===== src/rtl/coco_muldiv_pkg.sv =====
// coco_muldiv_pkg: shared codes for the ALU and the iterative mult/div unit
package coco_muldiv_pkg;
  localparam logic [3:0] ALU_ADD = 4'd0;
  localparam logic [3:0] ALU_SUB = 4'd1;
  localparam logic [3:0] ALU_AND = 4'd2;
  localparam logic [3:0] ALU_OR  = 4'd3;
  localparam logic [3:0] ALU_XOR = 4'd4;
  localparam logic [3:0] ALU_NOR = 4'd5;
  localparam logic [3:0] ALU_SLT = 4'd6;
  localparam logic [3:0] ALU_SLL = 4'd7;
  localparam logic [3:0] ALU_SRL = 4'd8;
  localparam logic [3:0] ALU_SRA = 4'd9;
  localparam int MD_ITERS = 32;
  typedef enum logic [2:0] {
    OP_MULT  = 3'd0,
    OP_MULTU = 3'd1,
    OP_DIV   = 3'd2,
    OP_DIVU  = 3'd3,
    OP_MTHI  = 3'd4,
    OP_MTLO  = 3'd5
  } md_op_e;
  typedef enum logic [1:0] {
    S_IDLE = 2'd0,
    S_CALC = 2'd1,
    S_FIX  = 2'd2
  } md_state_e;
  function automatic logic is_muldiv(input logic [2:0] op);
    return (op == OP_MULT) || (op == OP_MULTU) || (op == OP_DIV) || (op == OP_DIVU);
  endfunction
  function automatic logic is_signed_op(input logic [2:0] op);
    return (op == OP_MULT) || (op == OP_DIV);
  endfunction
endpackage


===== src/rtl/coco_muldiv_abs.sv =====
// coco_muldiv_abs: 32-bit conditional two's-complement negate
module coco_muldiv_abs (
  input  logic [31:0] a_i,
  input  logic        neg_i,
  output logic [31:0] y_o
);
  always_comb y_o = neg_i ? (~a_i + 32'd1) : a_i;
endmodule


===== src/rtl/coco_muldiv.sv =====
// coco_muldiv: iterative 32-cycle shift-add multiplier / restoring divider owning HI and LO
module coco_muldiv
  import coco_muldiv_pkg::*;
(
  input  logic        Clk,
  input  logic        Rst,
  input  logic [31:0] A,
  input  logic [31:0] B,
  input  logic [2:0]  Op,
  input  logic        Start,
  output logic        Busy,
  output logic [31:0] Hi,
  output logic [31:0] Lo
);
  md_state_e   state_q, state_d;
  logic [5:0]  cnt_q, cnt_d;
  logic [63:0] pr_q, pr_d, calc_pr;
  logic [31:0] md_q, md_d, hi_q, hi_d, lo_q, lo_d;
  logic        mul_q, mul_d, sa_q, sa_d, sb_q, sb_d;
  logic        go, wr_res, sgn, neg_res, ge;
  logic [31:0] a_mag, b_mag, lo_fix, hi_fix, hi_res, sub_r;
  logic [32:0] add_s, sub_t;
  assign sgn = is_signed_op(Op);
  assign go = Start && is_muldiv(Op);
  assign neg_res = sa_q ^ sb_q;
  coco_muldiv_abs u_abs_a (.a_i(A), .neg_i(sgn & A[31]), .y_o(a_mag));
  coco_muldiv_abs u_abs_b (.a_i(B), .neg_i(sgn & B[31]), .y_o(b_mag));
  coco_muldiv_abs u_fix_lo (.a_i(pr_q[31:0]), .neg_i(neg_res), .y_o(lo_fix));
  // a 64-bit negate only carries into the high word when the low word is zero
  coco_muldiv_abs u_fix_hi (
    .a_i  (pr_q[63:32]),
    .neg_i(mul_q ? (neg_res && pr_q[31:0] == 32'd0) : sa_q),
    .y_o  (hi_fix)
  );
  assign hi_res = (mul_q && neg_res && pr_q[31:0] != 32'd0) ? ~pr_q[63:32] : hi_fix;
  always_ff @(posedge Clk) state_q <= Rst ? S_IDLE : state_d;
  always_comb begin
    state_d = (state_q == S_IDLE) ? (go ? S_CALC : S_IDLE) :
              (state_q == S_CALC) ? ((cnt_q == 6'(MD_ITERS - 1)) ? S_FIX : S_CALC) : S_IDLE;
  end
  always_comb begin
    Busy = state_q != S_IDLE;
    wr_res = state_q == S_FIX;
    Hi = hi_q;
    Lo = lo_q;
  end
  // multiply: {acc, multiplier} shifts right; divide: {rem, quot} shifts left
  always_comb begin
    add_s = {1'b0, pr_q[63:32]} + (pr_q[0] ? {1'b0, md_q} : 33'd0);
    sub_t = {pr_q[63:32], pr_q[31]};
    ge = sub_t >= {1'b0, md_q};
    sub_r = sub_t[31:0] - md_q;
    calc_pr = mul_q ? {add_s, pr_q[31:1]} :
              ge ? {sub_r, pr_q[30:0], 1'b1} : {sub_t[31:0], pr_q[30:0], 1'b0};
  end
  always_comb begin
    cnt_d = (state_q == S_CALC) ? cnt_q + 6'd1 : 6'd0;
    pr_d = pr_q;
    md_d = md_q;
    mul_d = mul_q;
    sa_d = sa_q;
    sb_d = sb_q;
    hi_d = hi_q;
    lo_d = lo_q;
    if (state_q == S_IDLE && go) begin
      mul_d = (Op == OP_MULT) || (Op == OP_MULTU);
      sa_d = sgn & A[31];
      sb_d = sgn & B[31];
      pr_d = {32'd0, mul_d ? b_mag : a_mag};
      md_d = mul_d ? a_mag : b_mag;
    end else if (state_q == S_CALC) begin
      pr_d = calc_pr;
    end
    if (wr_res) begin
      hi_d = hi_res;
      lo_d = lo_fix;
    end else if (state_q == S_IDLE && Start && Op == OP_MTHI) begin
      hi_d = A;
    end else if (state_q == S_IDLE && Start && Op == OP_MTLO) begin
      lo_d = A;
    end
  end
  always_ff @(posedge Clk) begin
    if (Rst) begin
      cnt_q <= '0;
      pr_q <= '0;
      md_q <= '0;
      mul_q <= 1'b0;
      sa_q <= 1'b0;
      sb_q <= 1'b0;
      hi_q <= '0;
      lo_q <= '0;
    end else begin
      cnt_q <= cnt_d;
      pr_q <= pr_d;
      md_q <= md_d;
      mul_q <= mul_d;
      sa_q <= sa_d;
      sb_q <= sb_d;
      hi_q <= hi_d;
      lo_q <= lo_d;
    end
  end
endmodule


===== config.mk =====
export PLATFORM = sky130hd
export DESIGN_NAME = coco_muldiv
export DESIGN_NICKNAME = d
export VERILOG_FILES = /design/src/rtl/coco_muldiv_pkg.sv /design/src/rtl/coco_muldiv_abs.sv /design/src/rtl/coco_muldiv.sv
export SDC_FILE = /design/constraint.sdc
export NUM_CORES = 1
export LEC_CHECK = 0
export CORE_MARGIN = 4
export CORE_UTILIZATION = 60
export DETAILED_ROUTE_END_ITERATION = 7
export GPL_TIMING_DRIVEN = 0
export MAX_ROUTING_LAYER = met4
export PLACE_DENSITY_LB_ADDON = 0.25
export SETUP_SLACK_MARGIN = 0.05
export SLEW_MARGIN = 25
export SYNTH_ARGS = -nofsm -noshare
export SYNTH_HDL_FRONTEND = slang
export SYNTH_SLANG_ARGS = --single-unit
export TNS_END_PERCENT = 5

===== constraint.sdc =====
create_clock -name Clk -period 7.55 [get_ports Clk]
set_input_delay 1.51 -clock Clk [delete_from_list [all_inputs] [get_ports Clk]]
set_output_delay 1.51 -clock Clk [all_outputs]
set_load 0.005 [all_outputs]

==> flow_summary.json <==
{
  "status": "finished clean",
  "rsz0062_at_grt": "no",
  "synth_nets": 2186,
  "regArea_um2": 3420,
  "drt-total-wl_mm": 60.2,
  "required_ps": 7860,
  "cts.repair.resized": 0,
  "grt_pass1_vias": 15500,
  "synth_seq_cells": 171,
  "criticalPathCategory": "in -> reg",
  "fin_util": 0.712,
  "worstHoldPathType": "reg -> reg",
  "cts_htree_levels": 4,
  "cts_buffers": 17,
  "num_io_pins": 135,
  "ant_nets": 0,
  "slew_headroom": 0.270,
  "startpoint_type": "input pin",
  "die_area_um2": 27000,
  "place_ws_ps": 2650,
  "cts_sinks": 171,
  "insertion_delay_ps": 450,
  "core_area_um2": 23800,
  "yosysTopAreaCellShare": 0.233,
  "drc_errors": 0,
  "fillerInstances": 2023,
  "maxCapViolCount": 0,
  "slew_violations": 0,
  "fin_tns_setup_ps": 0,
  "overflow": 0,
  "crit_fanout": 8,
  "synth-edff-count": 0,
  "fin_hold_ws_ps": 456,
  "syn_inst": 2045,
  "syn_avg_cell_area_um2": 7.18,
  "syn_to_final_growth_pct": 15.3,
  "drive_gt1_frac": 0.0412,
  "ys_warn_count": 0,
  "num_rows": 56,
  "start_util": 0.618,
  "synth_area_um2": 14700,
  "synth_top_area_cell": "dfxtp_1",
  "p_per_area_nw_per_um2": 193,
  "drt-pass1-iter-count": 8,
  "ir_drop_mv": 0.130,
  "fin_crit_sh": 0.623,
  "worstPathArrival_ps": 5010,
  "synth_ff_type": "dfxtp_1",
  "endpoint_kind": "register",
  "postCtsSetupBuffers": 0,
  "synthArstFlopShare": 0,
  "clock_skew_ps": 17.6,
  "grt_start_max_net_pins": 17,
  "ys_top_cells_by_count": "nor2_1 (319), a21oi_1 (266), dfxtp_1 (171)",
  "ys_seq_area_frac": 0.233,
  "fmax_ghz": 0.213,
  "grt_pass1_wl_mm": 89.4,
  "final_hold_viol_count": 0,
  "cts_tree": "done",
  "synthDistinctLibCells": 82,
  "drt_iter0_drc": 2765,
  "track_usage": 0.444,
  "fin_ws_ps": 2850,
  "cts_root_buf": "clkbuf_16",
  "vias": 16900,
  "synth.most_common_cell": "nor2_1",
  "multi_input_area_um2": 10400,
  "die_w_um": 164,
  "worstMarginPinSlew_ps": 1090,
  "portBuffers": 130,
  "route.detailed.wl_per_inst_um": 23.8,
  "hold_buffers": 0,
  "setup_viol": 0,
  "clock_path_buffers": 2,
  "hpwl_mm": 47.9,
  "synth_area_leaders": "dfxtp_1 (23%), a21oi_1 (9.1%), nor2_1 (8.2%)",
  "die_h_um": 164,
  "antenna_found_initial": 0,
  "nets": 2335,
  "diodes": 0,
  "vias_per_cell": 6.68,
  "power.total_mw": 3.27,
  "path_clk_slew_ps": 70,
  "finalCriticalPeriod_ps": 4700,
  "power.leakage_nw": 6.73,
  "gp_congestion": 1.10
}
==> metal layers <==
metal,track usage,share of wire,up-vias,wire length (um)
met5,-,0,-,0
met4,0.196,0.052,0,3150
met3,0.130,0.16,232,9690
met2,0.626,0.40,1295,24300
met1,0.589,0.38,7750,23100
li1,-,-,7604,-
==> final cells by class <==
type | count | area share
clock inverters | 12 | 0.00606
flip-flops and latches | 171 | 0.202
multi-input cells | 1664 | 0.616
inverters | 76 | 0.0169
plain buffers | 134 | 0.0324
repair buffers | 130 | 0.0769
well taps | 319 | 0.0236
clock buffers | 20 | 0.0258
==> final timing paths <==
check / startpoint / to / slack (ps) / depth (start not counted)
worst min-delay path: md_q[6]$_SDFFE_PP0P_ / md_q[6]$_SDFFE_PP0P_ / 460 / 2
worst min register to register: md_q[6]$_SDFFE_PP0P_ / md_q[6]$_SDFFE_PP0P_ / 460 / 2
worst max-delay path: A[8] / md_q[20]$_SDFFE_PP0P_ / 2850 / 11
worst max register to register: pr_q[0]$_SDFFE_PP0P_ / pr_q[60]$_SDFFE_PP0P_ / 3090 / 15
==> stage by stage <==
stage,cells,cell area [um^2]
after floorplan,2045,14700
after global placement,2494,16400
after detailed placement,2494,16400
after CTS,2526,16900
after global routing,2526,16900
final,2526,16900
==> where the power goes <==
group	switching [mW]	total, mW	internal, mW
Sequential	0.0852	1.03	0.948
Combinational	0.879	1.38	0.496
Clock	0.427	0.858	0.431
==> cells in the final DEF (no fill, tap or decap), drive strengths merged, types with 69 or more instances in the layout <==
| master | count |
|---|---|
| a21oi | 270 |
| nand2 | 166 |
| ha | 69 |
| clkdlybuf4s50 | 130 |
| o21ai | 118 |
| xnor2 | 112 |
| dfxtp | 171 |
| clkbuf | 128 |
| inv | 83 |
| nor2 | 320 |
| mux2i | 73 |
==> state kept, by name, summed over array words and instances (netlist names) <==
name / count
cnt_q: 6
md_q: 32
Lo: 32
mul_q: 1
pr_q: 64
sa_q: 1
state_q: 2
Hi: 32
sb_q: 1
==> critical path, stage by stage <==
cell,delay (ps)
clkdlybuf4s50_1,600
or4_1,630
nor3_1,500
and3_1,250
clkbuf_1,290
a21oi_1,130
xnor2_1,580
nor2_1,90
a21o_1,210
mux2i_1,140
nor2_1,60
==> cell families after synthesis <==
| kind of cell | Yosys count | synth area share |
|---|---|---|
| adder cells (fa/ha/maj) | 71 | 0.0615 |
| flip-flops | 171 | 0.233 |
| AND/OR/NAND/NOR | 676 | 0.207 |
| multiplexers | 81 | 0.0559 |
| XOR/XNOR | 175 | 0.104 |
| AO/OA/AOI/OAI | 661 | 0.281 |
| buffers and inverters | 210 | 0.0567 |
Power figures use the tool's default switching activity.
